===== config.mk =====
export PLATFORM = sky130hd
export DESIGN_NAME = multi_edge_pulser
export DESIGN_NICKNAME = d
export VERILOG_FILES = /design/src/rtl/multi_edge_pulser.sv
export SDC_FILE = /design/constraint.sdc
export NUM_CORES = 1
export LEC_CHECK = 0
export CAP_MARGIN = 20
export CORE_MARGIN = 10
export CORE_UTILIZATION = 50
export DETAILED_ROUTE_END_ITERATION = 8
export PLACE_DENSITY = 0.77
export SYNTH_ARGS = -nofsm -noshare
export SYNTH_HDL_FRONTEND = slang
export SYNTH_SLANG_ARGS = --single-unit

===== constraint.sdc =====
create_clock -name clk -period 1.78 [get_ports clk]
set_clock_uncertainty 0.05 [all_clocks]
set_input_delay 0.445 -clock clk [delete_from_list [all_inputs] [get_ports clk]]
set_output_delay 0.445 -clock clk [all_outputs]
set_load 0.01 [all_outputs]

===== src/rtl/multi_edge_pulser.sv =====
// multi_edge_pulser
//   N independent channels. Each raw input is synchronised, debounced, and
//   turned into one-cycle pulses on accepted edges. The edges that pulse are
//   chosen per channel by mode. An optional auto-repeat emits further pulses
//   while a channel is held high.
//
// Ports
//   clk    : clock, all state updates on the rising edge
//   rst    : synchronous, active-high reset
//   in     : [N-1:0] asynchronous raw inputs, bit i is channel i
//   mode   : [2N-1:0] per-channel mode, bits [2i+1:2i]
//            00 off, 01 rise, 10 fall, 11 both
//   pulse  : [N-1:0] registered one-cycle pulse per accepted edge or repeat
//   level  : [N-1:0] debounced level
module multi_edge_pulser #(
    parameter int N             = 4,
    parameter int SYNC_STAGES   = 2,
    parameter int DB_CYCLES     = 4,
    parameter int REPEAT_DELAY  = 0,
    parameter int REPEAT_PERIOD = 8
) (
    input  logic           clk,
    input  logic           rst,
    input  logic [N-1:0]   in,
    input  logic [2*N-1:0] mode,
    output logic [N-1:0]   pulse,
    output logic [N-1:0]   level
);

    localparam int DB_W   = (DB_CYCLES > 1) ? $clog2(DB_CYCLES) : 1;
    localparam int HOLD_W = (REPEAT_DELAY > 0) ? $clog2(REPEAT_DELAY + 1) : 1;
    localparam int PER_W  = (REPEAT_PERIOD > 1) ? $clog2(REPEAT_PERIOD) : 1;

    localparam logic [DB_W-1:0]   DB_LAST  = DB_W'(DB_CYCLES - 1);
    localparam logic [HOLD_W-1:0] HOLD_MAX = HOLD_W'(REPEAT_DELAY);
    localparam logic [HOLD_W-1:0] HOLD_PRE = HOLD_W'((REPEAT_DELAY > 0) ? REPEAT_DELAY - 1 : 0);
    localparam logic [PER_W-1:0]  PER_LAST = PER_W'(REPEAT_PERIOD - 1);
    localparam bit                REP_EN   = (REPEAT_DELAY > 0);

    for (genvar i = 0; i < N; i++) begin : g_ch
        logic [SYNC_STAGES-1:0] sync_q;
        logic [DB_W-1:0]        cnt_q;
        logic                   level_q;
        logic                   pulse_q;
        logic                   pulse_d;
        logic [HOLD_W-1:0]      hold_q;
        logic [PER_W-1:0]       per_q;

        logic s;
        logic diff;
        logic accept;
        logic rise_acc;
        logic fall_acc;
        logic hold_done;
        logic rep_evt;

        assign s         = sync_q[SYNC_STAGES-1];
        assign diff      = s ^ level_q;
        assign accept    = diff && (cnt_q == DB_LAST);
        assign rise_acc  = accept && s;
        assign fall_acc  = accept && !s;
        assign hold_done = (hold_q == HOLD_MAX);

        // First repeat fires as the hold counter reaches REPEAT_DELAY; after
        // that the period counter takes over. Nothing repeats on the edge the
        // level is dropping.
        assign rep_evt = REP_EN && level_q && !fall_acc &&
                         (hold_done ? (per_q == PER_LAST) : (hold_q == HOLD_PRE));

        // A repeat directly behind another pulse is dropped so the output
        // always returns low between pulses.
        assign pulse_d = (rise_acc && mode[2*i])   ||
                         (fall_acc && mode[2*i+1]) ||
                         (rep_evt  && mode[2*i] && !pulse_q);

        always_ff @(posedge clk) begin
            if (rst) begin
                sync_q  <= '0;
                cnt_q   <= '0;
                level_q <= 1'b0;
                pulse_q <= 1'b0;
                hold_q  <= '0;
                per_q   <= '0;
            end else begin
                sync_q  <= {sync_q[SYNC_STAGES-2:0], in[i]};
                pulse_q <= pulse_d;

                if (!diff) begin
                    cnt_q <= '0;
                end else if (accept) begin
                    cnt_q   <= '0;
                    level_q <= s;
                end else if (cnt_q != DB_LAST) begin
                    cnt_q <= cnt_q + DB_W'(1);
                end

                // Hold/period timers run regardless of mode so that toggling
                // mode bit0 while held keeps the original repeat schedule.
                if (rise_acc || !level_q) begin
                    hold_q <= '0;
                    per_q  <= '0;
                end else if (!hold_done) begin
                    hold_q <= hold_q + HOLD_W'(1);
                end else if (per_q == PER_LAST) begin
                    per_q <= '0;
                end else begin
                    per_q <= per_q + PER_W'(1);
                end
            end
        end

        assign pulse[i] = pulse_q;
        assign level[i] = level_q;
    end

endmodule


==> impl_metrics.py, run 1 <==
metrics = {
    "global_routing": {
        "grt_pass1_wl_um": 2470,
        "gr-total-overflow": 0,
        "grt_pass1_vias": 554,
        "antenna_found_initial": 0,
        "grt_max_degree": 25,
        "track_usage_pct": 7.631,
    },
    "worst_setup_path": {
        "cp.depth": 1,
        "cpPeakStageDelay_ns": 0.54,
        "path_max_fanout": 5,
        "critPathSlowestCell": "clkdlybuf4s50_1",
        "worstPathCellList": "clkdlybuf4s50_1",
        "critPathTopFamily": "buffers and inverters",
        "critPathLaunchType": "flop",
        "crit_type": "flop to primary output",
        "worst-r2r-setup-slack_ns": 0.76,
        "worst-path-buf-inv": 1,
        "r2r-end": "g_ch[0].level_q",
        "r2r-start": "g_ch[0].cnt_q[0]",
        "reg2reg_depth": 3,
        "end_kind": "primary output",
        "crit_arrival_ns": 1.23,
        "worstPathRequired_ns": 1.28,
    },
    "clock_network": {
        "clk_pin_slew_ns": 0.12,
        "clock_latency_ns": 0.31,
        "cts_made_buffers": 3,
        "clock-sinks": 24,
        "clockBufferDepth": 2,
        "ctsRootBufferMaster": "clkbuf_4",
        "cts_tree": "yes",
        "post_cts_buffers": 0,
        "htreeDepth": 1,
    },
    "logic_synthesis": {
        "synth_cell_types": 13,
        "synthTopCellsByArea": "dfxtp_1 52%, buf_4 6.5%, nand3b_1 6.5%",
        "synth_edf_count": 0,
        "ys_ff_latch": 24,
        "synthCells": 82,
        "synth_area_per_cell_sq_um": 11.35,
        "ys.flop_type": "dfxtp_1",
        "yosysSeqAreaShare_pct": 51.61,
        "synth.net_count": 100,
        "synth_top_area_share_pct": 51.61,
        "synth_top_area_cell": "dfxtp_1",
        "synth_common_cells": "24 x dfxtp_1, 8 x buf_4, 8 x nand3b_1, 8 x nor2b_1",
        "synth_warnings": 0,
        "yosysMostFrequentCell": "dfxtp_1",
        "synthArstFlopShare_pct": 0,
        "synthesis.area_sq_um": 930.9,
    },
    "routing": {
        "vias": 590,
        "met2WireLength_um": 693,
        "routedWlPerCell_um": 11.93,
        "drtPass1Iterations": 2,
        "remaining_drc_errors": 0,
        "ant_nets": 0,
        "routed_wl_um": 1456,
        "vias_per_cell": 4.836,
        "wl_met1_um": 656,
        "drt-initial-drc-count": 5,
        "top_layer_used": "met4",
        "wl_met3_um": 87,
    },
    "die": {
        "rows": 15,
        "core_sq_um": 1745,
        "chipHeight_um": 63.15,
        "die_width_um": 63.15,
        "initial_core_util_pct": 53.33,
        "dieArea_sq_um": 3988,
        "io_pins": 22,
    },
    "sta": {
        "maxSlewHeadroom_pct": 83.66,
        "period_minus_slack_ns": 1.727,
        "timing.fmax_mhz": 579.2,
        "fin_crit_sh_pct": 97.00,
        "tns_ns": 0,
        "finalMaxSlewViolations": 0,
        "setup_viol": 0,
        "rsz0062_at_grt": "no",
        "hold_ws_ns": 0.3882,
        "hold_violations": 0,
        "worst_slew_pin_slew_ns": 0.2434,
    },
    "power_and_ir_drop": {
        "ir_drop_v": 0.0004411,
        "power_density_nw_per_um2": 729.7,
        "power_leakage_nw": 0.4176,
        "total_power_w": 0.0008391,
    },
    "placement": {
        "hpwl_um": 1077,
        "postPlaceCellArea_sq_um": 1122,
        "io_buffers": 21,
        "gp_congestion": 0.6545,
    },
    "run_status": {
        "status": "completed",
    },
    "hold_path": {
        "min_from": "g_ch[3].cnt_q[0]",
        "hold_depth": 1,
        "holdCritPathClass": "flop to flop",
        "whs_endpoint": "g_ch[3].cnt_q[0]",
    },
    "layout": {
        "drive_gt1_share_pct": 11.34,
        "fin_area_sq_um": 1150,
        "nNetsFinal": 117,
        "area_growth_pct": 23.52,
        "num_antenna_cells": 0,
        "fill_cells": 145,
    },
    "flow_run": {
        "cap_viol_max_count": 0,
    },
}
placed cells by master (no fill, tap or decap), types with 3 or more instances in the layout:
master	instances
mux2i_1	4
clkbuf_4	3
nor4_1	4
dfxtp_1	21
nand3b_1	8
nor2_1	4
nor4b_2	4
dfxtp_2	3
nand2b_1	4
nor2b_1	8
a21oi_1	4
ha_1	4
xnor2_1	4
clkdlybuf4s50_1	19
power breakdown:
group	internal, W	switching [W]
registers	0.000548	0.00000615
clock network	0.0000789	0.000147
logic	0.0000411	0.0000177
total	0.000668	0.000171
cell type report:
class / count / area [sq um] / share of cell area, %
Clock buffer: 3 / 22.52 / 1.959
Multi-Input combinational cell: 48 / 380.4 / 33.08
Sequential cell: 24 / 484.2 / 42.11
Tap cell: 25 / 31.28 / 2.720
Timing Repair Buffer: 22 / 231.5 / 20.13
timing repair:
action                     4_1_cts  5_1_grt
hold buffers                     0        0
setup endpoints to repair        4        1
pin swaps                        0        0
gates resized for setup          4        1
metrics by stage:
step	std cells	setup WS, ns	util, %
global route	122	0.004671	65.88
floorplan	82	0.7922	-
CTS	122	0.02992	65.73
finish	122	0.05338	65.88
detailed placement	119	0.3185	64.30
global placement	119	0.3371	64.30
registers in the layout (all words and copies together) (netlist names):
register,flops
g_ch.cnt_q,8
g_ch.pulse_q,4
g_ch.sync_q,8
g_ch.level_q,4
metal layers:
layer  global-route usage (%)  up-vias
met3                    3.534        2
li1                         -      306
met5                        0        -
met2                    11.55       10
met4                    5.028        0
met1                    8.350      272
cell families after synthesis:
| group | after synthesis | synth area share, % |
|---|---|---|
| and+or+nand+nor | 32 | 25.27 |
| DFF | 24 | 51.61 |
| buffers and inverters | 10 | 7.527 |
| AOI/OAI and AO/OA | 4 | 2.151 |
| xor gates and xnor gates | 4 | 3.763 |
| muxes | 4 | 4.301 |
| adders and majority gates | 4 | 5.377 |
how the worst max path moves through the flow:
stage	from	end	slack, ns
6_report	g_ch[2].level_q	level[2]	0.05
4_1_cts	g_ch[3].level_q	level[3]	0.03
3_3_place_gp	rst	g_ch[3].pulse_q	0.34
2_1_floorplan	g_ch[0].level_q	level[0]	0.79
5_1_grt	g_ch[0].level_q	level[0]	0.005
3_5_place_dp	g_ch[1].level_q	level[1]	0.32
Note: power is estimated with default switching activity, not from simulation.
==> run 2: changes to the inputs <==
--- a/config.mk
+++ b/config.mk
@@ -9,6 +9,7 @@
 export CORE_MARGIN = 10
 export CORE_UTILIZATION = 50
 export DETAILED_ROUTE_END_ITERATION = 8
+export MAX_ROUTING_LAYER = met4
 export PLACE_DENSITY = 0.77
 export SYNTH_ARGS = -nofsm -noshare
 export SYNTH_HDL_FRONTEND = slang
==> run 2 against run 1 <==
Net effect:
- sequential cell count stayed put
- setup slack hardly changed
- combinational power about the same
- maximum frequency about the same
- critical endpoint unchanged
- register-to-register slack about the same
- core utilization unchanged
- largest cell class unchanged
- sequential power barely moved
- critical path depth is the same
- clock-buffer cell count unchanged
- routed wire length unchanged
- die area is the same
==> impl_metrics.py, run 2 (synthesis results as in run 1) <==
metrics = {
    "routing": {
        "drt-initial-drc-count": 5,
        "vias": 590,
        "wl_met1_um": 679,
        "ant_nets": 0,
        "vias_per_cell": 4.836,
        "wl_met3_um": 64,
        "drtPass1Iterations": 2,
        "routedWlPerCell_um": 11.93,
        "met2WireLength_um": 693,
        "remaining_drc_errors": 0,
        "top_layer_used": "met4",
        "routed_wl_um": 1456,
    },
    "worst_setup_path": {
        "worstPathCellList": "clkdlybuf4s50_1",
        "crit_type": "flop to primary output",
        "path_max_fanout": 5,
        "critPathTopFamily": "buffers and inverters",
        "worstPathRequired_ns": 1.28,
        "critPathSlowestCell": "clkdlybuf4s50_1",
        "critPathLaunchType": "flop",
        "cpPeakStageDelay_ns": 0.54,
        "startpoint": "g_ch[2].level_q",
        "end_kind": "primary output",
        "worst-r2r-setup-slack_ns": 0.76,
        "crit_arrival_ns": 1.23,
        "r2r-start": "g_ch[0].cnt_q[0]",
        "worst-path-buf-inv": 1,
    },
    "power_and_ir_drop": {
        "power.switching_w": 0.0001710,
        "power_frac_seq_pct": 66.1,
        "power_leakage_nw": 0.4176,
        "clockPowerShare_pct": 26.9,
        "power_density_nw_per_um2": 729.7,
        "ir_drop_v": 0.0004411,
        "switching_share_pct": 20.37,
        "p_comb_share_pct": 7.0,
        "internal_power_w": 0.0006681,
        "total_power_w": 0.0008391,
    },
    "die": {
        "chipHeight_um": 63.15,
        "initial_core_util_pct": 53.33,
        "core_sq_um": 1745,
        "die_width_um": 63.15,
        "rows": 15,
        "dieArea_sq_um": 3988,
        "io_pins": 22,
    },
    "sta": {
        "hold_ws_ns": 0.3882,
        "hold_violations": 0,
        "tns_ns": 0,
        "fin_crit_sh_pct": 97.00,
        "period_minus_slack_ns": 1.727,
        "fin_ws_ns": 0.05339,
        "timing.fmax_mhz": 579.2,
        "maxSlewHeadroom_pct": 83.66,
        "finalMaxSlewViolations": 0,
        "setup_viol": 0,
        "rsz0062_at_grt": "no",
        "worst_slew_pin_slew_ns": 0.2434,
    },
    "layout": {
        "drive_gt1_share_pct": 11.34,
        "area_growth_pct": 23.52,
        "final_common_cell": "dfxtp_1",
        "fin_util_pct": 65.88,
        "nNetsFinal": 117,
        "top_regs": "g_ch.cnt_q: 8 flops, g_ch.sync_q: 8 flops",
        "mostFrequentLayoutCells": "21 x dfxtp_1, 19 x clkdlybuf4s50_1, 8 x nor2b_1, 8 x nand3b_1",
        "num_antenna_cells": 0,
    },
    "placement": {
        "hpwl_um": 1077,
        "gp_congestion": 0.6603,
        "dp_slack_ns": 0.3185,
        "io_buffers": 21,
    },
    "global_routing": {
        "grt_pass1_wl_um": 2477,
        "gr-total-overflow": 0,
        "grt_pass1_vias": 554,
        "antenna_found_initial": 0,
        "grt_max_degree": 25,
        "track_usage_pct": 7.834,
    },
    "clock_network": {
        "post_cts_buffers": 0,
        "cts_made_buffers": 3,
        "ctsHoldBuffers": 0,
        "clk_pin_slew_ns": 0.12,
        "clock_latency_ns": 0.31,
        "ctsRootBufferMaster": "clkbuf_4",
        "clock-sinks": 24,
        "cts_tree": "yes",
        "clockBufferDepth": 2,
        "htreeDepth": 1,
    },
    "hold_path": {
        "holdCritPathClass": "flop to flop",
        "min_from": "g_ch[3].cnt_q[0]",
    },
    "run_status": {
        "status": "completed",
    },
    "flow_run": {
        "cap_viol_max_count": 0,
    },
}
[run 2: cell counts in the layout (fill, tap and decap cells not counted)]
No cell type changed its count.
[run 2: layer usage]
metal  vias up  track usage, %
met3         2           3.180
met2        10           11.55
met5         -               -
met4         0           5.028
li1        306               -
met1       272           8.551
[run 2: what timing repair did]
action,in CTS,in global routing
pin swaps,0,0
setup endpoints to repair,4,1
cloned,0,0
hold endpoints to repair,0,0
gates resized for setup,4,1
[run 2: cell type report]
cell class,instances,area [sq um]
well taps,25,31.28
clock buffers,3,22.52
fillers,145,595.6
multi-input cells,48,380.4
flip-flops and latches,24,484.2
repair buffers,22,231.5
[run 2: final timing paths]
check        cells past startpoint               end
min reg2reg                      1  g_ch[3].cnt_q[0]
min                              1  g_ch[3].cnt_q[0]
max reg2reg                      3   g_ch[0].level_q
max                              1          level[2]
[run 2: power by group through the flow]
stage | combinational (W) | sequential, W | clock [W]
after floorplan | 0.0000234 | 0.000565 | 0
after global placement | 0.0000578 | 0.000566 | 0
after detailed placement | 0.0000594 | 0.000567 | 0
after CTS | 0.0000595 | 0.000554 | 0.000238
after global routing | 0.0000645 | 0.000556 | 0.000256
final | 0.0000589 | 0.000554 | 0.000226
[run 2: per-stage QoR]
step | instance area, sq um | cells
5_1_grt | 1150 | 122
4_1_cts | 1147 | 122
3_3_place_gp | 1122 | 119
3_5_place_dp | 1122 | 119
6_report | 1150 | 122
2_1_floorplan | 930.9 | 82
==> run 3: changes to the inputs <==
--- a/config.mk
+++ b/config.mk
@@ -5,12 +5,14 @@
 export SDC_FILE = /design/constraint.sdc
 export NUM_CORES = 1
 export LEC_CHECK = 0
+export ABC_CLOCK_PERIOD_IN_PS = 1780
 export CAP_MARGIN = 20
 export CORE_MARGIN = 10
 export CORE_UTILIZATION = 50
 export DETAILED_ROUTE_END_ITERATION = 8
 export MAX_ROUTING_LAYER = met4
 export PLACE_DENSITY = 0.77
+export SLEW_MARGIN = 0
 export SYNTH_ARGS = -nofsm -noshare
 export SYNTH_HDL_FRONTEND = slang
 export SYNTH_SLANG_ARGS = --single-unit
==> results of run 3 <==
Same layout as run 2: the final DEF is identical, and so are final timing and power.
